### src/rtl/fetch_queue_if.sv
// Fetch front-end bus: decode-side controls, imem request/response and decode head outputs.
// The master modport is the fetch_queue side; slave is the environment (imem + decode).
interface fetch_queue_if #(
  parameter int unsigned PC_WIDTH = 32,
  parameter int unsigned IWIDTH   = 32
) ();
  logic                f_i_ce;
  logic                f_i_stall;
  logic                f_i_redirect;
  logic [PC_WIDTH-1:0] f_i_redirect_pc;
  logic                f_o_req;
  logic [PC_WIDTH-1:0] f_o_req_addr;
  logic                f_i_req_ready;
  logic                f_i_rsp_valid;
  logic [IWIDTH-1:0]   f_i_rsp_instr;
  logic                f_o_valid;
  logic [PC_WIDTH-1:0] f_o_pc;
  logic [IWIDTH-1:0]   f_o_instr;

  modport master (
    input  f_i_ce, f_i_stall, f_i_redirect, f_i_redirect_pc,
    input  f_i_req_ready, f_i_rsp_valid, f_i_rsp_instr,
    output f_o_req, f_o_req_addr, f_o_valid, f_o_pc, f_o_instr
  );

  modport slave (
    output f_i_ce, f_i_stall, f_i_redirect, f_i_redirect_pc,
    output f_i_req_ready, f_i_rsp_valid, f_i_rsp_instr,
    input  f_o_req, f_o_req_addr, f_o_valid, f_o_pc, f_o_instr
  );
endinterface

### src/rtl/fetch_queue.sv
// Instruction fetch front-end: owns the fetch PC, issues in-order imem requests, buffers
// returned words with their PC in a DEPTH-entry queue and presents the head to decode.
// Optional build macro FETCH_PERF_EN adds push/drop performance counter outputs.
module fetch_queue #(
  parameter int unsigned         PC_WIDTH = 32,
  parameter int unsigned         IWIDTH   = 32,
  parameter int unsigned         DEPTH    = 4,
  parameter logic [PC_WIDTH-1:0] RESET_PC = '0,
  parameter logic [PC_WIDTH-1:0] PC_STEP  = PC_WIDTH'(4)
) (
  input logic           d_clk,
  input logic           d_rst,
  fetch_queue_if.master bus
`ifdef FETCH_PERF_EN
  ,
  output logic [31:0]   f_o_fetch_cnt,
  output logic [31:0]   f_o_drop_cnt
`endif
);
  localparam int unsigned PtrW = $clog2(DEPTH);
  localparam int unsigned CntW = PtrW + 1;

  logic [PtrW-1:0]     rd_ptr_q, rd_ptr_d, wr_ptr_q, wr_ptr_d;
  logic [CntW-1:0]     count_q, count_d, outst_q, outst_d, drop_q, drop_d;
  logic [PC_WIDTH-1:0] fetch_pc_q, fetch_pc_d, rsp_pc_q, rsp_pc_d;
  logic [PC_WIDTH-1:0] mem_pc_q [DEPTH];
  logic [PC_WIDTH-1:0] mem_pc_d [DEPTH];
  logic [IWIDTH-1:0]   mem_instr_q [DEPTH];
  logic [IWIDTH-1:0]   mem_instr_d [DEPTH];

  logic            req, accept, push, pop, drop_rsp, head_valid;
  logic [CntW:0]   inflight;

  // Queued plus in-flight words reserve space, so a live response always finds a free slot.
  assign inflight   = {1'b0, count_q} + {1'b0, outst_q};
  assign req        = d_rst & bus.f_i_ce & ~bus.f_i_redirect & (inflight < (CntW + 1)'(DEPTH));
  assign accept     = req & bus.f_i_req_ready;
  assign drop_rsp   = bus.f_i_rsp_valid & (drop_q != '0);
  assign push       = bus.f_i_rsp_valid & ~bus.f_i_redirect & (drop_q == '0);
  assign head_valid = (count_q != '0);
  assign pop        = head_valid & ~bus.f_i_stall & ~bus.f_i_redirect;

  assign bus.f_o_req      = req;
  assign bus.f_o_req_addr = fetch_pc_q;
  assign bus.f_o_valid    = head_valid;
  assign bus.f_o_pc       = head_valid ? mem_pc_q[rd_ptr_q] : '0;
  assign bus.f_o_instr    = head_valid ? mem_instr_q[rd_ptr_q] : '0;

  // Next-state: redirect flushes everything and marks all in-flight words stale.
  always_comb begin
    fetch_pc_d  = fetch_pc_q;
    rsp_pc_d    = rsp_pc_q;
    rd_ptr_d    = rd_ptr_q;
    wr_ptr_d    = wr_ptr_q;
    count_d     = count_q;
    drop_d      = drop_q;
    mem_pc_d    = mem_pc_q;
    mem_instr_d = mem_instr_q;
    outst_d     = outst_q + CntW'(accept) - CntW'(bus.f_i_rsp_valid);
    if (bus.f_i_redirect) begin
      fetch_pc_d = bus.f_i_redirect_pc;
      rsp_pc_d   = bus.f_i_redirect_pc;
      rd_ptr_d   = '0;
      wr_ptr_d   = '0;
      count_d    = '0;
      // A response arriving this cycle is already accounted for by discarding it now.
      drop_d     = outst_q - CntW'(bus.f_i_rsp_valid);
    end else begin
      if (accept) fetch_pc_d = fetch_pc_q + PC_STEP;
      if (drop_rsp) drop_d = drop_q - CntW'(1);
      if (push) begin
        mem_pc_d[wr_ptr_q]    = rsp_pc_q;
        mem_instr_d[wr_ptr_q] = bus.f_i_rsp_instr;
        wr_ptr_d              = wr_ptr_q + PtrW'(1);
        rsp_pc_d              = rsp_pc_q + PC_STEP;
      end
      if (pop) rd_ptr_d = rd_ptr_q + PtrW'(1);
      count_d = count_q + CntW'(push) - CntW'(pop);
    end
  end

  // State registers, cleared asynchronously.
  always_ff @(posedge d_clk or negedge d_rst) begin
    if (!d_rst) begin
      fetch_pc_q  <= RESET_PC;
      rsp_pc_q    <= RESET_PC;
      rd_ptr_q    <= '0;
      wr_ptr_q    <= '0;
      count_q     <= '0;
      outst_q     <= '0;
      drop_q      <= '0;
      mem_pc_q    <= '{default: '0};
      mem_instr_q <= '{default: '0};
    end else begin
      fetch_pc_q  <= fetch_pc_d;
      rsp_pc_q    <= rsp_pc_d;
      rd_ptr_q    <= rd_ptr_d;
      wr_ptr_q    <= wr_ptr_d;
      count_q     <= count_d;
      outst_q     <= outst_d;
      drop_q      <= drop_d;
      mem_pc_q    <= mem_pc_d;
      mem_instr_q <= mem_instr_d;
    end
  end

`ifdef FETCH_PERF_EN
  logic [31:0] fetch_cnt_q, fetch_cnt_d, drop_cnt_q, drop_cnt_d;

  // Count queue pushes and every discarded response, including the redirect-cycle word.
  always_comb begin
    fetch_cnt_d = fetch_cnt_q + 32'(push);
    drop_cnt_d  = drop_cnt_q + 32'(bus.f_i_rsp_valid & (bus.f_i_redirect | (drop_q != '0)));
  end

  // Counter registers, wrapping at 2^32.
  always_ff @(posedge d_clk or negedge d_rst) begin
    if (!d_rst) begin
      fetch_cnt_q <= '0;
      drop_cnt_q  <= '0;
    end else begin
      fetch_cnt_q <= fetch_cnt_d;
      drop_cnt_q  <= drop_cnt_d;
    end
  end

  assign f_o_fetch_cnt = fetch_cnt_q;
  assign f_o_drop_cnt  = drop_cnt_q;
`endif
endmodule

### src/flat_wrapper.sv
// flat-port wrapper written by rule: the top's interface ports become plain ports
module fetch_queue_flat 
#(
  parameter int unsigned         PC_WIDTH = 32,
  parameter int unsigned         IWIDTH   = 32,
  parameter int unsigned         DEPTH    = 4,
  parameter logic [PC_WIDTH-1:0] RESET_PC = '0,
  parameter logic [PC_WIDTH-1:0] PC_STEP  = PC_WIDTH'(4)
)
  (d_clk, d_rst, bus_f_i_ce, bus_f_i_stall, bus_f_i_redirect, bus_f_i_redirect_pc, bus_f_i_req_ready, bus_f_i_rsp_valid, bus_f_i_rsp_instr, bus_f_o_req, bus_f_o_req_addr, bus_f_o_valid, bus_f_o_pc, bus_f_o_instr);
  fetch_queue_if #(.PC_WIDTH(PC_WIDTH), .IWIDTH(IWIDTH)) bus_i ();
  input logic d_clk;
  input logic d_rst;
  input wire logic [$bits(bus_i.f_i_ce)-1:0] bus_f_i_ce;
  input wire logic [$bits(bus_i.f_i_stall)-1:0] bus_f_i_stall;
  input wire logic [$bits(bus_i.f_i_redirect)-1:0] bus_f_i_redirect;
  input wire logic [$bits(bus_i.f_i_redirect_pc)-1:0] bus_f_i_redirect_pc;
  input wire logic [$bits(bus_i.f_i_req_ready)-1:0] bus_f_i_req_ready;
  input wire logic [$bits(bus_i.f_i_rsp_valid)-1:0] bus_f_i_rsp_valid;
  input wire logic [$bits(bus_i.f_i_rsp_instr)-1:0] bus_f_i_rsp_instr;
  output wire logic [$bits(bus_i.f_o_req)-1:0] bus_f_o_req;
  output wire logic [$bits(bus_i.f_o_req_addr)-1:0] bus_f_o_req_addr;
  output wire logic [$bits(bus_i.f_o_valid)-1:0] bus_f_o_valid;
  output wire logic [$bits(bus_i.f_o_pc)-1:0] bus_f_o_pc;
  output wire logic [$bits(bus_i.f_o_instr)-1:0] bus_f_o_instr;
  assign bus_i.f_i_ce = bus_f_i_ce;
  assign bus_i.f_i_stall = bus_f_i_stall;
  assign bus_i.f_i_redirect = bus_f_i_redirect;
  assign bus_i.f_i_redirect_pc = bus_f_i_redirect_pc;
  assign bus_i.f_i_req_ready = bus_f_i_req_ready;
  assign bus_i.f_i_rsp_valid = bus_f_i_rsp_valid;
  assign bus_i.f_i_rsp_instr = bus_f_i_rsp_instr;
  assign bus_f_o_req = bus_i.f_o_req;
  assign bus_f_o_req_addr = bus_i.f_o_req_addr;
  assign bus_f_o_valid = bus_i.f_o_valid;
  assign bus_f_o_pc = bus_i.f_o_pc;
  assign bus_f_o_instr = bus_i.f_o_instr;
  fetch_queue #(.PC_WIDTH(PC_WIDTH), .IWIDTH(IWIDTH), .DEPTH(DEPTH), .RESET_PC(RESET_PC), .PC_STEP(PC_STEP)) u_core (.d_clk(d_clk), .d_rst(d_rst), .bus(bus_i));
endmodule
### config.mk
export PLATFORM = sky130hd
export DESIGN_NAME = fetch_queue_flat
export DESIGN_NICKNAME = d
export VERILOG_FILES = /design/src/rtl/fetch_queue_if.sv /design/src/rtl/fetch_queue.sv /design/src/flat_wrapper.sv
export SDC_FILE = /design/constraint.sdc
export NUM_CORES = 1
export LEC_CHECK = 0
export CAP_MARGIN = 20
export CORE_AREA = 2 2 190 192
export DETAILED_ROUTE_END_ITERATION = 8
export DIE_AREA = 0 0 192 194
export PLACE_DENSITY = 0.65
export SYNTH_ARGS = -nofsm -noshare
export SYNTH_HDL_FRONTEND = slang
export SYNTH_SLANG_ARGS = --single-unit
### constraint.sdc
create_clock -name d_clk -period 4.05 [get_ports d_clk]
set_clock_uncertainty 0.05 [all_clocks]
set_input_delay 0.81 -clock d_clk [delete_from_list [all_inputs] [get_ports d_clk]]
set_output_delay 0.81 -clock d_clk [all_outputs]
set_load 0.02 [all_outputs]
==> impl_metrics.env <==
export IMPL_outcome="completed"
export IMPL_cts_path_max_buffers=3
export IMPL_fin_hold_ws_ns=0.371
export IMPL_cts_hold_fix_buffers=0
export IMPL_p_leak_nw=8.58
export IMPL_post_dp_hpwl_um=23900
export IMPL_clock_root_buffer="clkbuf_16"
export IMPL_cp_max_fo=24
export IMPL_yosys_top_cells_area="dfrtp_1 (53%), mux2_2 (18%), mux4_2 (9.2%), and2_1 (2.8%), o21ai_0 (1.9%)"
export IMPL_pin_count=169
export IMPL_core_area_um2=35200
export IMPL_place_area_um2=17900
export IMPL_area_delta_synth_final_pct=21.8
export IMPL_synth_async_sr_flop_share=1.00
export IMPL_ir_worst_vdd_v=0.000375
export IMPL_required_ns=3.19
export IMPL_crit_type="flip-flop to output pin"
export IMPL_synth_seq_cells=333
export IMPL_diodes=0
export IMPL_insertion_delay_ns=0.52
export IMPL_vias=10200
export IMPL_portBuffers=168
export IMPL_drt_iter0_drc=521
export IMPL_synth_edf_count=0
export IMPL_htree_levels=2
export IMPL_synth_top_cell_area_share=0.530
export IMPL_yosysSeqAreaShare=0.530
export IMPL_die_x_um=192
export IMPL_routabilityCongestion=0.851
export IMPL_rows=69
export IMPL_dieArea_um2=37200
export IMPL_cts_buffers=37
export IMPL_synth_distinct_cells=41
export IMPL_slew_headroom=0.442
export IMPL_wl_per_cell_um=20.3
export IMPL_rsz0062_at_grt="no"
export IMPL_postSynthCellCount=1187
export IMPL_path_clk_slew_ns=0.06
export IMPL_drive_gt1_frac=0.305
export IMPL_pwr_density_cell_nw_per_um2=623
export IMPL_drv_slew=0
export IMPL_max_freq_mhz=269
export IMPL_synth_warnings=0
export IMPL_start_kind="flip-flop"
export IMPL_grt_pass1_wl_um=59800
export IMPL_cp_arrival_ns=2.85
export IMPL_overflow=0
export IMPL_antenna_found_initial=0
export IMPL_track_usage=0.204
export IMPL_final_period_utilization=0.917
export IMPL_stdcell_area_um2=19200
export IMPL_grt_pass1_vias=10600
export IMPL_synthFlopType="dfrtp_1"
export IMPL_drt_first_pass_iters=5
export IMPL_viasPerCell=5.58
export IMPL_routed_wl_um=37100
export IMPL_yosysTopAreaCell="dfrtp_1"
export IMPL_final_common_cell="dfrtp_1"
export IMPL_finalCriticalPeriod_ns=3.71
export IMPL_drc=0
export IMPL_tightest_slew_ns=0.837
export IMPL_start_util=0.447
export IMPL_drv_cap=0
export IMPL_end_kind="output pin"
export IMPL_cts_setup_buffers=0
export IMPL_grt_start_max_net_pins=150
export IMPL_mostFrequentLayoutCells="dfrtp_1 (331), mux2_2 (253), clkdlybuf4s50_1 (166)"
export IMPL_fin_nets=1428
export IMPL_setup_tns_ns=0
export IMPL_cts_tree="built"
export IMPL_synthesis_area_um2=15700
export IMPL_cts_resized=0
export IMPL_avgSynthCellArea_um2=13.3
export IMPL_setup_violations_final=0
export IMPL_die_h_um=194
export IMPL_hold_violations=0
export IMPL_numClockSinks=333
export IMPL_hold_class="input pin to asynchronous set/reset pin"
export IMPL_synth_nets=1276
export IMPL_ant_nets=0
export IMPL_r2r_cells=5
-- sequential cells by signal (all words and copies together), names as in the netlist --
register / cells
u_core.outst_q: 3
u_core.mem_pc_q: 128
u_core.count_q: 3
u_core.rsp_pc_q: 32
u_core.bus.f_o_req_addr: 32
u_core.mem_instr_q: 128
u_core.rd_ptr_q: 2
u_core.wr_ptr_q: 2
u_core.drop_q: 3
-- kinds of logic (layout without fill, tap and decap cells) --
kind of cell,Yosys count,count (layout),synth area share
flops,333,333,0.530
compound gates,99,99,0.0367
mux,317,317,0.273
xor+xnor,42,42,0.0234
buf+inv,105,283,0.0269
fa+ha+maj,18,18,0.0153
simple gates,273,273,0.0955
-- per-stage QoR --
stage / total power, mW / setup WS [ns] / utilization / instances
after detailed placement: 8.68 / 0.761 / 0.509 / 1760
after global routing: 12.6 / 0.187 / 0.544 / 1826
final: 11.9 / 0.338 / 0.544 / 1826
after CTS: 12.1 / 0.256 / 0.543 / 1825
after floorplan: 7.07 / 1.14 / - / 1187
after global placement: 8.61 / 0.755 / 0.509 / 1760
-- worst paths after layout --
| check | startpoint | to | slack, ns |
|---|---|---|---|
| worst min register to register | u_core.mem_pc_q[1] | u_core.mem_pc_q[1] | 0.43 |
| max in group asynchronous | d_rst | u_core.mem_instr_q[117] | 2.22 |
| worst min-delay path | d_rst | u_core.mem_pc_q[86] | 0.37 |
| worst max-delay path | u_core.rd_ptr_q[0] | bus_f_o_pc[17] | 0.34 |
| worst max register to register | u_core.bus.f_o_req_addr[10] | u_core.bus.f_o_req_addr[29] | 1.54 |
| min in group d_clk | u_core.mem_pc_q[1] | u_core.mem_pc_q[1] | 0.43 |
-- layout make-up --
cell class / count / area, um2
inverter: 25 / 93.8
clock buffer: 48 / 1020
multi-input combinational: 749 / 6990
fill: 3023 / 16100
clock inverter: 17 / 194
sequential: 333 / 8340
timing repair buffer: 193 / 1950
tap: 461 / 577
-- report_power, final --
part	internal (mW)	total [mW]	switching [mW]
Combinational	2.21	3.97	1.76
Clock	2.03	3.37	1.34
Sequential	4.05	4.60	0.545
-- routing by layer --
| layer | GRT usage | up-vias | share of wire |
|---|---|---|---|
| li1 | - | 4574 | - |
| met5 | 0 | - | 0 |
| met2 | 0.324 | 264 | 0.47 |
| met4 | 0.0475 | 0 | 0.018 |
| met1 | 0.294 | 5306 | 0.46 |
| met3 | 0.0346 | 49 | 0.055 |
-- synth_stat cells, drive strengths merged, types with 2 or more instances --
cell type	n
a31oi	9
a21oi	8
ha	16
a41oi	2
buf	27
and2	71
or2	2
mux2	253
nand3b	2
nor4	4
xor2	26
and3	14
nor2	23
inv	25
dfrtp	333
nand2	78
or3	3
or4	6
nor3	8
fa	2
clkbuf	53
nor2b	2
o21ai	60
mux4	64
and4	2
o311ai	10
xnor2	16
nand3	32
nand4	23
o211ai	9
-- critical path: stages (launching register included) --
cell and delay, ns:
dfrtp_4 0.77, buf_4 0.31, mux4_2 0.53, and2_1 0.17, clkdlybuf4s50_1 0.54
(Power assumes the default switching activity.)
